### src/rtl/rr_sel_4_pkg.sv
// Shared types and constants for the 4-way round-robin grant scheduler.
package rr_sel_4_pkg;

  typedef enum logic {
    IDLE  = 1'b0,
    GRANT = 1'b1
  } state_t;

  localparam int IW = 2;
  localparam logic [IW-1:0] RST_PTR = 2'd3;

  // Modulo-4 rotation of an index; the natural 2-bit wrap does the mod.
  function automatic logic [IW-1:0] rot_idx(input logic [IW-1:0] base,
                                            input logic [IW-1:0] off);
    return base + off;
  endfunction

endpackage

### src/rtl/rr_sel_4_pick.sv
// Rotating-priority picker: first set request after 'last', wrapping, with 'last' itself lowest.
module rr_pick_4
  import rr_sel_4_pkg::*;
(
  input  logic [3:0]    req,
  input  logic [IW-1:0] last,
  output logic [IW-1:0] idx,
  output logic          any
);

  logic [IW-1:0] w_cand;

  // Scan from lowest to highest priority so the highest-priority hit is written last.
  always_comb begin
    idx    = last;
    any    = 1'b0;
    w_cand = last;
    for (int k = 3; k >= 0; k--) begin
      w_cand = rot_idx(last, IW'(k + 1));
      if (req[w_cand]) begin
        idx = w_cand;
        any = 1'b1;
      end else begin
        idx = idx;
        any = any;
      end
    end
  end

endmodule

### src/rtl/rr_sel_4.sv
// Round-robin scheduler driving a 2-to-4 decoder: bounded grant length, one dead cycle between grants.
module rr_sel_4
  import rr_sel_4_pkg::*;
#(
  parameter int HOLD_MAX = 8,
  parameter int CW       = 4
) (
  input  logic       clk,
  input  logic       rst,
  input  logic [3:0] req,
  input  logic       rel,
  output logic       E,
  output logic       S1,
  output logic       S0,
  output logic       tmo
);

  localparam logic [CW-1:0] HM = CW'(HOLD_MAX);

  state_t        r_state, w_state_nx;
  logic [CW-1:0] r_cnt, w_cnt_nx;
  logic [IW-1:0] r_idx, w_idx_nx;
  logic [IW-1:0] r_last, w_last_nx;
  logic          r_tmo, w_tmo_nx;
  logic [IW-1:0] w_pick;
  logic          w_any;
  logic          w_timeout;
  logic          w_drop;
  logic          w_release;

  rr_pick_4 u_pick (
    .req  (req),
    .last (r_last),
    .idx  (w_pick),
    .any  (w_any)
  );

  assign w_timeout = (r_cnt == HM);
  assign w_drop    = ~req[r_idx];
  assign w_release = rel | w_drop | w_timeout;

  // State, counter, pointer and output registers.
  always_ff @(posedge clk or posedge rst) begin
    if (rst) begin
      r_state <= IDLE;
      r_cnt   <= '0;
      r_idx   <= 2'd0;
      r_last  <= RST_PTR;
      r_tmo   <= 1'b0;
    end else begin
      r_state <= w_state_nx;
      r_cnt   <= w_cnt_nx;
      r_idx   <= w_idx_nx;
      r_last  <= w_last_nx;
      r_tmo   <= w_tmo_nx;
    end
  end

  // Next-state logic: grant on any request, release on rel / dropped request / hold limit.
  always_comb begin
    w_state_nx = r_state;
    w_cnt_nx   = r_cnt;
    w_idx_nx   = r_idx;
    w_last_nx  = r_last;
    case (r_state)
      IDLE: begin
        if (w_any) begin
          w_state_nx = GRANT;
          w_cnt_nx   = CW'(1);
          w_idx_nx   = w_pick;
        end else begin
          w_state_nx = IDLE;
        end
      end
      GRANT: begin
        if (w_release) begin
          w_state_nx = IDLE;
          w_cnt_nx   = '0;
          w_last_nx  = r_idx;
        end else begin
          w_cnt_nx = r_cnt + CW'(1);
        end
      end
      default: begin
        w_state_nx = IDLE;
        w_cnt_nx   = '0;
      end
    endcase
  end

  // Timeout pulse only when the hold limit is the sole reason for the release.
  always_comb begin
    if (r_state == GRANT) begin
      w_tmo_nx = w_timeout & ~rel & ~w_drop;
    end else begin
      w_tmo_nx = 1'b0;
    end
  end

  assign E   = (r_state == GRANT);
  assign S1  = r_idx[1];
  assign S0  = r_idx[0];
  assign tmo = r_tmo;

endmodule

### config.mk
export PLATFORM = sky130hd
export DESIGN_NAME = rr_sel_4
export DESIGN_NICKNAME = d
export VERILOG_FILES = /design/src/rtl/rr_sel_4_pkg.sv /design/src/rtl/rr_sel_4_pick.sv /design/src/rtl/rr_sel_4.sv
export SDC_FILE = /design/constraint.sdc
export NUM_CORES = 1
export LEC_CHECK = 0
export CAP_MARGIN = 20
export CORE_AREA = 2 2 39 41
export CTS_CLUSTER_SIZE = 20
export DETAILED_ROUTE_END_ITERATION = 6
export DIE_AREA = 0 0 41 43
export PLACE_DENSITY = 0.72
export REMOVE_ABC_BUFFERS = 1
export SETUP_SLACK_MARGIN = 0.2
export SYNTH_ARGS = -nofsm -noshare
export SYNTH_HDL_FRONTEND = slang
export SYNTH_SLANG_ARGS = --single-unit
### constraint.sdc
create_clock -name clk -period 2.7 [get_ports clk]
set_clock_uncertainty 0.2 [all_clocks]
set_input_delay 0.54 -clock clk [delete_from_list [all_inputs] [get_ports clk]]
set_output_delay 0.54 -clock clk [all_outputs]
set_load 0.01 [all_outputs]
==> out/metrics.yaml <==
synth:
  yosysMostFrequentCell: "dfrtp_1"
  yosysSeqAreaShare_pct: 40.8
  synth-edff-count: 0
  yosysTopAreaCellShare_pct: 32.3
  synth_commonest_cells: "dfrtp_1 (8), inv_1 (7), nor2_1 (7)"
  syn-cell-area_sq_um: 619
  yosysTopAreaCell: "dfrtp_1"
  avgSynthCellArea_sq_um: 9.68
  synthCells: 64
  yosysWarnings: 0
  ys.flop_type: "dfrtp_1"
  synth.top_cells.by_area: "dfrtp_1 (32%), dfstp_2 (8.5%), mux2_2 (7.3%)"
  synth.distinct_cells: 30
  async_reset_ff_share_pct: 100
  ys_ff_latch: 10
worst_setup_path:
  path_cells: "clkdlybuf4s50_1"
  critPathSlowestCell: "clkdlybuf4s50_1"
  critPathMaxFanout: 9
  reg2reg_slack_ns: 0.99
  critPathBufInv: 1
  worstPathArrival_ns: 1.37
  cp_slowest_stage_delay_ns: 0.59
  cp_top_family: "buffers and inverters"
  path_class: "reg -> out"
  startpoint_type: "flop"
  required_ns: 1.96
  endpoint_kind: "output port"
global_routing:
  grt_max_degree: 11
  grt-ovfl-total: 0
  grtUsageTotal_pct: 15.3
  grt_pass1_vias: 441
  grt_antenna_before_repair: 0
  grt_pass1_wl_um: 1850
power:
  power.density_nw_per_um2: 940
  leakage_nw: 0.339
  ir_drop_uv: 468
detailed_routing:
  ant_nets: 0
  drc: 0
  viasPerCell: 5.29
  wl_per_cell_um: 11.7
  finalWirelength_um: 1080
  firstDrtPassIters: 4
  vias: 492
  initialDrtViolationCount: 12
die:
  boundaryPins: 11
  rows: 14
  core_area_sq_um: 1380
  die_w_um: 41
  dieHeight_um: 43
  die_area_sq_um: 1760
  start_util_pct: 44.8
cts:
  postCtsResizedCells: 0
  cts_buffer_depth: 2
  clock_sinks: 10
  clk_pin_slew_worst_paths_ns: 0.07
  cts_max_level: 1
  cts_root_buffer: "clkbuf_4"
  cts_hold_buf: 0
  numCtsBuffers: 3
  tritoncts: "done"
  insertion_delay_ns: 0.26
  cts_setup_buffers: 0
final_layout:
  area.growth.synth_to_final_pct: 24.6
  fin_nets: 87
  antenna_cells: 0
  drive_gt1_share_pct: 22.1
placement:
  place_ws_ns: 0.426
  place_congestion: 0.809
  port_buffers: 10
  dp_hpwl_um: 840
sta:
  fmax_mhz: 475
  period_share_pct: 78.0
  worstMarginPinSlew_ns: 0.373
  final.setup.tns_ns: 0
  slew_violations: 0
  rsz0062_at_grt: "false"
  final.min_clock_period_ns: 2.11
  finalHoldViolCount: 0
  layout_setup_ws_ns: 0.595
  setup_viol: 0
  slew_headroom_pct: 75.1
hold_path:
  hp-class: "reg -> reg"
flow_run:
  cap_violations: 0
run_status:
  status: "finished clean"
==> cell usage in the layout (no fill, tap or decap), drive strengths merged, types with 2 or more instances in the layout <==
| cell type | synthesis | final |
|---|---|---|
| dfstp | 2 | 2 |
| mux2 | 5 | 5 |
| o21ai | 3 | 3 |
| ha | 2 | 2 |
| o22ai | 3 | 3 |
| clkbuf | 1 | 4 |
| dfrtp | 8 | 8 |
| nand2 | 4 | 4 |
| a31oi | 2 | 2 |
| inv | 7 | 7 |
| nor2 | 7 | 7 |
| clkdlybuf4s50 | 0 | 10 |
| nor3 | 2 | 2 |
| a21oi | 3 | 3 |
==> layer usage <==
layer  wire length (um)  up-vias  global-route usage [%]
li1                   -      259                       -
met1                572      223                    22.6
met2                461       10                    21.3
met3                 50        0                    4.71
met4                  0        0                    4.00
met5                  0        -                       0
==> area by class of cell <==
class,instances,area [sq um]
Multi-Input combinational cell,46,337
Sequential cell,10,253
Fill cell,129,612
Tap cell,16,20.0
Clock buffer,4,36.3
Inverter,7,26.3
Timing Repair Buffer,10,100
==> metrics by stage <==
step                power [mW]  utilization, %  cell area, sq um  cells  hold WS (ns)
finish                   0.726            55.8               772     93         0.326
global route             0.782            55.8               772     93         0.354
CTS                      0.730            55.8               772     93         0.320
detailed placement       0.591            53.2               736     89         0.310
global placement         0.586            53.2               736     89         0.313
floorplan                0.488               -               616     63         0.179
==> power breakdown <==
part	internal [mW]	switching [mW]
Clock	0.0818	0.0544
Combinational	0.170	0.121
Sequential	0.214	0.0846
Total	0.466	0.260
==> path summary, 6_finish.rpt <==
| kind | start | to | cells after the start |
|---|---|---|---|
| worst min register to register | r_cnt[2]$_DFFE_PP0P_ | tmo$_DFF_PP0_ | 1 |
| worst max register to register | r_idx[1]$_DFFE_PP0P_ | r_cnt[2]$_DFFE_PP0P_ | 4 |
| worst min-delay path | r_cnt[2]$_DFFE_PP0P_ | tmo$_DFF_PP0_ | 1 |
| worst max-delay path | E$_DFF_PP0_ | E | 1 |
| max in group asynchronous | rst | r_last[1]$_DFFE_PP1P_ | 2 |
| min in group asynchronous | rst | r_cnt[1]$_DFFE_PP0P_ | 2 |
==> sequential cells by signal, summed over array words and instances, names as in the netlist <==
signal  cells
r_last      2
r_cnt       4
E           1
r_idx       2
tmo         1
==> kinds of logic (layout without fill, tap and decap cells) <==
logic type | count (synthesis) | after routing | synth area share, %
AOI/OAI and AO/OA | 15 | 15 | 18.4
adders and majority gates | 2 | 2 | 4.04
buffers and inverters | 8 | 21 | 4.85
DFF | 10 | 10 | 40.8
muxes | 6 | 6 | 11.3
and+or+nand+nor | 23 | 23 | 20.6
No activity file was read; power rests on OpenSTA's default activity.
